File: src/rtl/fetch_pc_unit.sv
// Fetch-stage PC owner: one outstanding instruction-memory request, a small
// instruction buffer toward decode, and redirect handling with stale-response drop.
module fetch_pc_unit #(
  parameter logic [31:0] RESET_PC  = 32'h0000_0000,
  parameter int          BUF_DEPTH = 2
) (
  input  logic        clk,
  input  logic        rst,
  input  logic        redirect_valid,
  input  logic [31:0] redirect_pc,
  output logic        imem_req_valid,
  input  logic        imem_req_ready,
  output logic [31:0] imem_req_addr,
  input  logic        imem_resp_valid,
  input  logic [31:0] imem_resp_data,
  output logic        out_valid,
  input  logic        out_ready,
  output logic [31:0] out_pc,
  output logic [31:0] out_instr
);

  localparam int                PTR_W      = $clog2(BUF_DEPTH);
  localparam logic [PTR_W:0]    FULL_COUNT = (PTR_W + 1)'(BUF_DEPTH);

  typedef enum logic [1:0] {
    S_IDLE,
    S_WAIT,
    S_DROP
  } state_t;

  state_t            state;
  state_t            state_nxt;
  logic [31:0]       fetch_pc;
  logic [31:0]       req_pc;
  logic [31:0]       redirect_target;
  logic [31:0]       buf_pc    [BUF_DEPTH];
  logic [31:0]       buf_instr [BUF_DEPTH];
  logic [PTR_W-1:0]  rd_ptr;
  logic [PTR_W-1:0]  wr_ptr;
  logic [PTR_W:0]    count;
  logic              handshake;
  logic              push;
  logic              pop;
  logic              unused_bits;

  assign redirect_target = {redirect_pc[31:2], 2'b00};
  assign unused_bits     = ^redirect_pc[1:0];

  // Request issue depends only on registered state so a raised valid stays stable.
  assign imem_req_valid = (state == S_IDLE) && (count < FULL_COUNT) && !rst;
  assign imem_req_addr  = fetch_pc;
  assign handshake      = imem_req_valid && imem_req_ready;

  assign push = (state == S_WAIT) && imem_resp_valid && !redirect_valid;
  assign pop  = out_valid && out_ready && !redirect_valid;

  assign out_valid = (count != '0) && !rst;
  assign out_pc    = buf_pc[rd_ptr];
  assign out_instr = buf_instr[rd_ptr];

  // NOTE: every output of a combinational block gets a default first, so no
  // path through the case leaves it unassigned and infers a latch.
  always_comb begin
    state_nxt = state;
    case (state)
      S_IDLE: if (handshake) state_nxt = redirect_valid ? S_DROP : S_WAIT;
      S_WAIT: begin
        if (imem_resp_valid)     state_nxt = S_IDLE;
        else if (redirect_valid) state_nxt = S_DROP;
      end
      S_DROP: if (imem_resp_valid) state_nxt = S_IDLE;
      default: state_nxt = S_IDLE;
    endcase
  end

  always_ff @(posedge clk) begin
    if (rst) begin
      state    <= S_IDLE;
      fetch_pc <= RESET_PC;
      req_pc   <= RESET_PC;
      rd_ptr   <= '0;
      wr_ptr   <= '0;
      count    <= '0;
    end else begin
      state <= state_nxt;
      if (handshake) req_pc <= fetch_pc;

      if (redirect_valid)  fetch_pc <= redirect_target;
      else if (handshake)  fetch_pc <= fetch_pc + 32'd4;

      // A redirect flushes the buffer; same-cycle push/pop are already masked.
      if (redirect_valid) begin
        rd_ptr <= '0;
        wr_ptr <= '0;
        count  <= '0;
      end else begin
        if (push) wr_ptr <= wr_ptr + 1'b1;
        if (pop)  rd_ptr <= rd_ptr + 1'b1;
        case ({push, pop})
          2'b10:   count <= count + 1'b1;
          2'b01:   count <= count - 1'b1;
          default: count <= count;
        endcase
      end
    end
  end

  // NOTE: buffer storage is not reset; count gates every read, so stale
  // contents are never visible and the array can map to plain registers/RAM.
  always_ff @(posedge clk) begin
    if (push && !rst) begin
      buf_pc[wr_ptr]    <= req_pc;
      buf_instr[wr_ptr] <= imem_resp_data;
    end
  end

endmodule
File: config.mk
export PLATFORM = sky130hd
export DESIGN_NAME = fetch_pc_unit
export DESIGN_NICKNAME = d
export VERILOG_FILES = /design/src/rtl/fetch_pc_unit.sv
export SDC_FILE = /design/constraint.sdc
export NUM_CORES = 1
export LEC_CHECK = 0
export CORE_MARGIN = 1
export CORE_UTILIZATION = 45
export DETAILED_ROUTE_END_ITERATION = 7
export HOLD_SLACK_MARGIN = 0.12
export MAX_ROUTING_LAYER = met4
export PLACE_DENSITY = 0.72
export SKIP_CTS_REPAIR_TIMING = 1
export SLEW_MARGIN = 20
export SYNTH_ARGS = -nofsm -noshare
export SYNTH_HDL_FRONTEND = slang
export SYNTH_SLANG_ARGS = --single-unit
File: constraint.sdc
create_clock -name clk -period 13.1 [get_ports clk]
set_clock_uncertainty 0.2 [all_clocks]
set_input_delay 1.31 -clock clk [delete_from_list [all_inputs] [get_ports clk]]
set_output_delay 1.31 -clock clk [all_outputs]
set_load 0.03 [all_outputs]
**Word level (Yosys, flattened, before mapping)**

Memory sizes are Yosys's and may differ from the RTL's. A register that Yosys moved wholly into a read port is not among the register bits.
Cells that the tools add are included.

- Output and inout port bits: 98
- Word-level logic and storage cells: 54
- Register bits after elaboration: 70
- Memories: 2
- Input port bits: 70
- Memory bits (writable): 128

- Order comparisons: 1
- Reductions and logical operators: 17
- Mux-type cells: 15
- Eq/ne operators: 7
- Add/sub/neg operators: 5

Memories:

| memory | words | width | rd ports | clocked after memory_dff | write ports | line | source |
|---|---|---|---|---|---|---|---|
| buf_instr | 2 | 32 | 1 | 1 | 1 | 37 | `logic [31:0] buf_instr [BUF_DEPTH];` |
| buf_pc | 2 | 32 | 1 | 1 | 1 | 36 | `logic [31:0] buf_pc [BUF_DEPTH];` |

Operator list:

| kind | count |
|---|---|
| 32-bit two-way mux | 2 |
| 32-bit by 3-bit adder with 32-bit output, second input constant | 1 |
| 2-bit two-way mux | 5 |
| 1-bit logical AND | 9 |
| 1-bit two-way mux | 6 |
| 2-bit one-hot mux with 3 select lines | 1 |
| 2-bit nonzero test | 3 |
| 2-bit by 1-bit equality test with 1-bit output, second input constant | 2 |
| 2-bit equality test, second input constant | 2 |
| 2-bit != test, second input constant | 2 |
| 2-bit one-hot mux with 2 select lines | 1 |
| 3-bit != test, second input constant | 1 |
| 3-bit AND reduction | 1 |
| 1-bit adder, second input constant | 2 |
| 2-bit by 1-bit adder with 2-bit output, second input constant | 1 |
| 1-bit logical NOT | 2 |
| 2-bit logical NOT | 1 |
| 2-bit less-than comparator, second input constant | 1 |
| 2-bit OR reduction | 1 |
| 2-bit by 1-bit subtractor with 2-bit output, second input constant | 1 |

**Logic depth before layout (Yosys ltp)**

- Depth after elaboration: 6
- Mapped depth: 8
- Depth with buffers taken out: 7

**Least setup slack after synthesis**

Ideal clock, no wire load.

- Kind: input port to flip-flop
- From: input port redirect_valid
- To: memory buf_instr[0][0] (enable)
- Data required time: 12.265 ns
- Arrival time: 7.710 ns
- Stages: 3
- Buffers on the path: 1
- Path slack: 4.554 ns
- Library setup time: 0.635 ns
- Path through: or2_2 > clkbuf_1 > nor4_1

- Cells in the longest elaborated chain, start to end: 5

Ends and longest elaborated chain:

| what | line | source |
|---|---|---|
| start: declaration | 9 | `input logic redirect_valid,` |
| 1-bit logical NOT | 54 | `assign push = (state == S_WAIT) && imem_resp_valid && !redirect_valid;` |
| 1-bit logical AND | 54 |  |
| 1-bit logical AND | 111 | `if (push && !rst) begin` |
| 1-bit two-way mux | 111 |  |
| 1-bit two-way mux (not written as such) | 113 | `buf_instr[wr_ptr] <= imem_resp_data;` |
| end: declaration | 37 |  |

Every way passes these cells.

**Worst setup path after layout**

- From: input port rst
- To: output port imem_req_valid

- Cells in the longest elaborated chain, start to end: 2

Ends and longest elaborated chain:

| what | line | source |
|---|---|---|
| start: declaration | 8 | `input logic rst,` |
| 1-bit logical NOT | 50 | `assign imem_req_valid = (state == S_IDLE) && (count < FULL_COUNT) && !rst;` |
| 1-bit logical AND | 50 |  |
| end: declaration | 11 | `output logic imem_req_valid,` |

Every way passes these cells.

==> impl_metrics.csv <==
group,metric,value,unit
die,dieArea,17420,um2
timing,max_freq,229.8,MHz
timing,relSlewSlack,30.76,%
critical_path,slowest_delay,0.74,ns
power_and_ir_drop,leakage,3.253,nW
critical_path,end_kind,"output port",
placement,routabilityCongestion,0.8047,
critical_path,cp_max_fo,70,
critical_path,startpoint_type,"primary input",
die,die_x,132,um
logic_synthesis,synth_most_common_cell,"edfxtp_1",
layout,multi_input_area,2389,um2
logic_synthesis,async_flop_share,0,%
logic_synthesis,synth_edf_count,124,
hold_path,hold_class,"register to register",
clock_tree,clk_latency,0.42,ns
layout,nFillCells,1285,
layout,area_growth,31.66,%
timing,tns,0,ns
grt,antenna_found_initial,1,
die,row_count,47,
critical_path,cp-endpoint,"imem_req_valid",
critical_path,crit_family,"buffers and inverters",
routing,wl_per_cell,17.17,um
timing,rsz0062_at_grt,"false",
timing,worst_pin_slew,1.034,ns
grt,grtUsageTotal,20.30,%
power_and_ir_drop,vdd_drop_max,0.08746,mV
routing,first_pass_iters,4,
critical_path,worst-path-stages,4,
placement,dp_slack,8.695,ns
logic_synthesis,ys_seq_area_share,66.60,%
timing,finalHoldViolations,0,
layout,design_area,10010,um2
die,start_util,46.02,%
logic_synthesis,synthTopCellsByArea,"edfxtp_1, dfxtp_1, mux2_2",
routing,antenna_left,0,
routing,routed_wl,16.54,mm
critical_path,cp_slowest_cell,"clkdlybuf4s50_1",
die,die_height,132,um
logic_synthesis,ys_warn_count,0,
logic_synthesis,ys_types,49,
routing,drt_first_iter_violations,361,
placement,numPortBuffers,161,
critical_path,worstPathCellList,"buf_2 > buf_4 > nor4_1 > clkdlybuf4s50_1",
layout,finalNonFillerCells,963,
routing,vias,5042,
grt,grt_max_degree,71,
critical_path,rrSetupSlack,10.21,ns
critical_path,worstPathRequired,11.59,ns
die,io_pins,168,
timing,setup_viol,0,
logic_synthesis,ys_ff_latch,191,
routing,drc_errors,0,
power_and_ir_drop,p_per_area,128.8,nW/um2
critical_path,r2r_end,"imem_req_addr[30]",
logic_synthesis,synth_area_per_cell,13.18,um2
outcome,status,"completed",
layout,seq_area,5066,um2
logic_synthesis,yosys_most_used_dff,"edfxtp_1",
logic_synthesis,synthTopCellsByCount,"edfxtp_1, nand2_1, dfxtp_1",
logic_synthesis,netlist.top_cell.by_area,"edfxtp_1",
clock_tree,cts_made_buffers,17,
timing,fin_crit_sh,33.22,%
clock_tree,cts_tree,"done",
layout,layout-drive-gt1-share,15.90,%
logic_synthesis,synthCells,577,
placement,dp.cells,930,
critical_path,cp.arrival,2.84,ns
grt,grt_pass1_vias,5112,
placement,dp_hpwl,10.52,mm
routing,viasPerCell,5.236,
placement,placed_cell_area,9397,um2
grt,overflow,0,
clock_tree,root_buffer,"clkbuf_16",
die,core,16520,um2
run,max_cap_violations,0,
critical_path,r2r_start,"count[1]",
critical_path,crit_start,"rst",
layout,nNetsFinal,801,
timing,slew_violations,0,
clock_tree,cts_num_sinks,191,
timing,min_period,4.352,ns
timing,fin_ws,8.748,ns
logic_synthesis,synthesis.area,7605,um2
critical_path,worstSetupPathType,"primary input to output port",
clock_tree,clkTransAtPathRegs,0.07,ns
clock_tree,cts-htree-levels,4,
critical_path,r2r_cells,6,
clock_tree,cts_buffer_depth,2,
critical_path,cp_num_buf_inv,3,
logic_synthesis,synth.top_cell.area_share,48.96,%
grt,grt_pass1_wl,26.42,mm
final cells by class:
| class | instances | share of cell area (%) |
|---|---|---|
| clock buffer | 19 | 4.536 |
| clock inverter | 13 | 1.587 |
| inverter | 4 | 0.1500 |
| sequential | 191 | 50.60 |
| multi-input combinational | 348 | 23.86 |
| antenna | 1 | 0.02499 |
| timing repair buffer | 167 | 16.50 |
| tap | 220 | 2.749 |
layer usage:
layer	up-vias	track usage [%]	share of wire, %	wire, um
met1	2442	24.08	44	7197
met4	0	7.364	1.7	279
met2	166	33.07	49	8141
met5	-	-	0	0
met3	22	5.575	5.6	921
li1	2412	-	-	-
stage by stage:
stage | utilization [%] | power (mW) | hold slack, ns
final | 60.59 | 1.290 | 0.2548
after global routing | 60.59 | 1.332 | 0.2752
after CTS | 60.57 | 1.301 | 0.2601
after detailed placement | 56.86 | 0.7742 | 0.2446
after global placement | 56.86 | 0.7718 | 0.2327
after floorplan | - | 0.7259 | 0.2254
state kept, by name, summed over array words and instances, names as in the netlist, named ones only:
| signal | count |
|---|---|
| rd_ptr | 1 |
| state | 2 |
| imem_req_addr | 30 |
| buf_instr | 64 |
| count | 2 |
| req_pc | 30 |
| wr_ptr | 1 |
| buf_pc | 60 |
where the power goes:
group          leakage [nW]  switching [mW]  internal, mW
clock                 0.303           0.216         0.312
combinational          1.33          0.0521        0.0439
sequential             1.62          0.0145         0.651
total                  3.25           0.283          1.01
how the worst min path moves through the flow:
| stage | from | end | slack (ns) | cells past startpoint |
|---|---|---|---|---|
| 3_5_place_dp | req_pc[27] | buf_pc[1][27] | 0.24 | 0 |
| 6_report | req_pc[13] | buf_pc[0][13] | 0.25 | 0 |
| 5_1_grt | req_pc[18] | buf_pc[1][18] | 0.28 | 0 |
| 2_1_floorplan | req_pc[10] | buf_pc[0][10] | 0.23 | 0 |
| 4_1_cts | req_pc[2] | buf_pc[1][2] | 0.26 | 0 |
| 3_3_place_gp | req_pc[10] | buf_pc[0][10] | 0.23 | 0 |
worst reg2reg max path: cells and delay by family, from the launching register on:
kind,cells,cell delay (ns)
XOR/XNOR,1,0.10
flip-flops,1,0.40
buffers and inverters,1,0.42
AO/OA/AOI/OAI,1,0.22
AND/OR/NAND/NOR,3,1.46
cell usage in the layout, fill, tap and decap left out, types with 2 or more instances in the layout:
master,Yosys,final
a211oi_1,10,10
a211oi_2,3,3
a21oi_1,43,43
and2_1,2,2
and3_1,10,9
and4_1,7,7
buf_4,4,6
bufinv_16,0,3
clkbuf_16,0,18
clkdlybuf4s50_1,0,160
clkinv_2,0,4
clkinv_4,0,2
conb_1,1,4
dfxtp_1,67,66
edfxtp_1,124,124
ha_1,2,2
inv_1,4,4
inv_6,0,2
mux2_2,62,62
mux2i_1,2,2
nand2_1,79,79
nand3_1,8,8
nand4_1,11,11
nor2_1,30,30
nor3_1,5,5
nor4_1,5,4
nor4_2,4,5
o21ai_0,3,3
o21ai_1,2,2
o22ai_1,6,6
or3_1,2,2
xnor2_1,19,19
xor2_1,11,11
logic make-up (layout without fill, tap and decap cells):
group                    Yosys count  in the layout  synth area share, %
multiplexers                      64             64                9.444
flip-flops                       191            191                66.60
adder cells (fa/ha/maj)            2              2               0.3290
AND/OR/NAND/NOR                  174            174                11.78
other                              1              5              0.04931
buffers and inverters             41            203                2.353
XOR/XNOR                          30             30                3.455
AO/OA/AOI/OAI                     74             74                5.989
(Power assumes the default switching activity.)
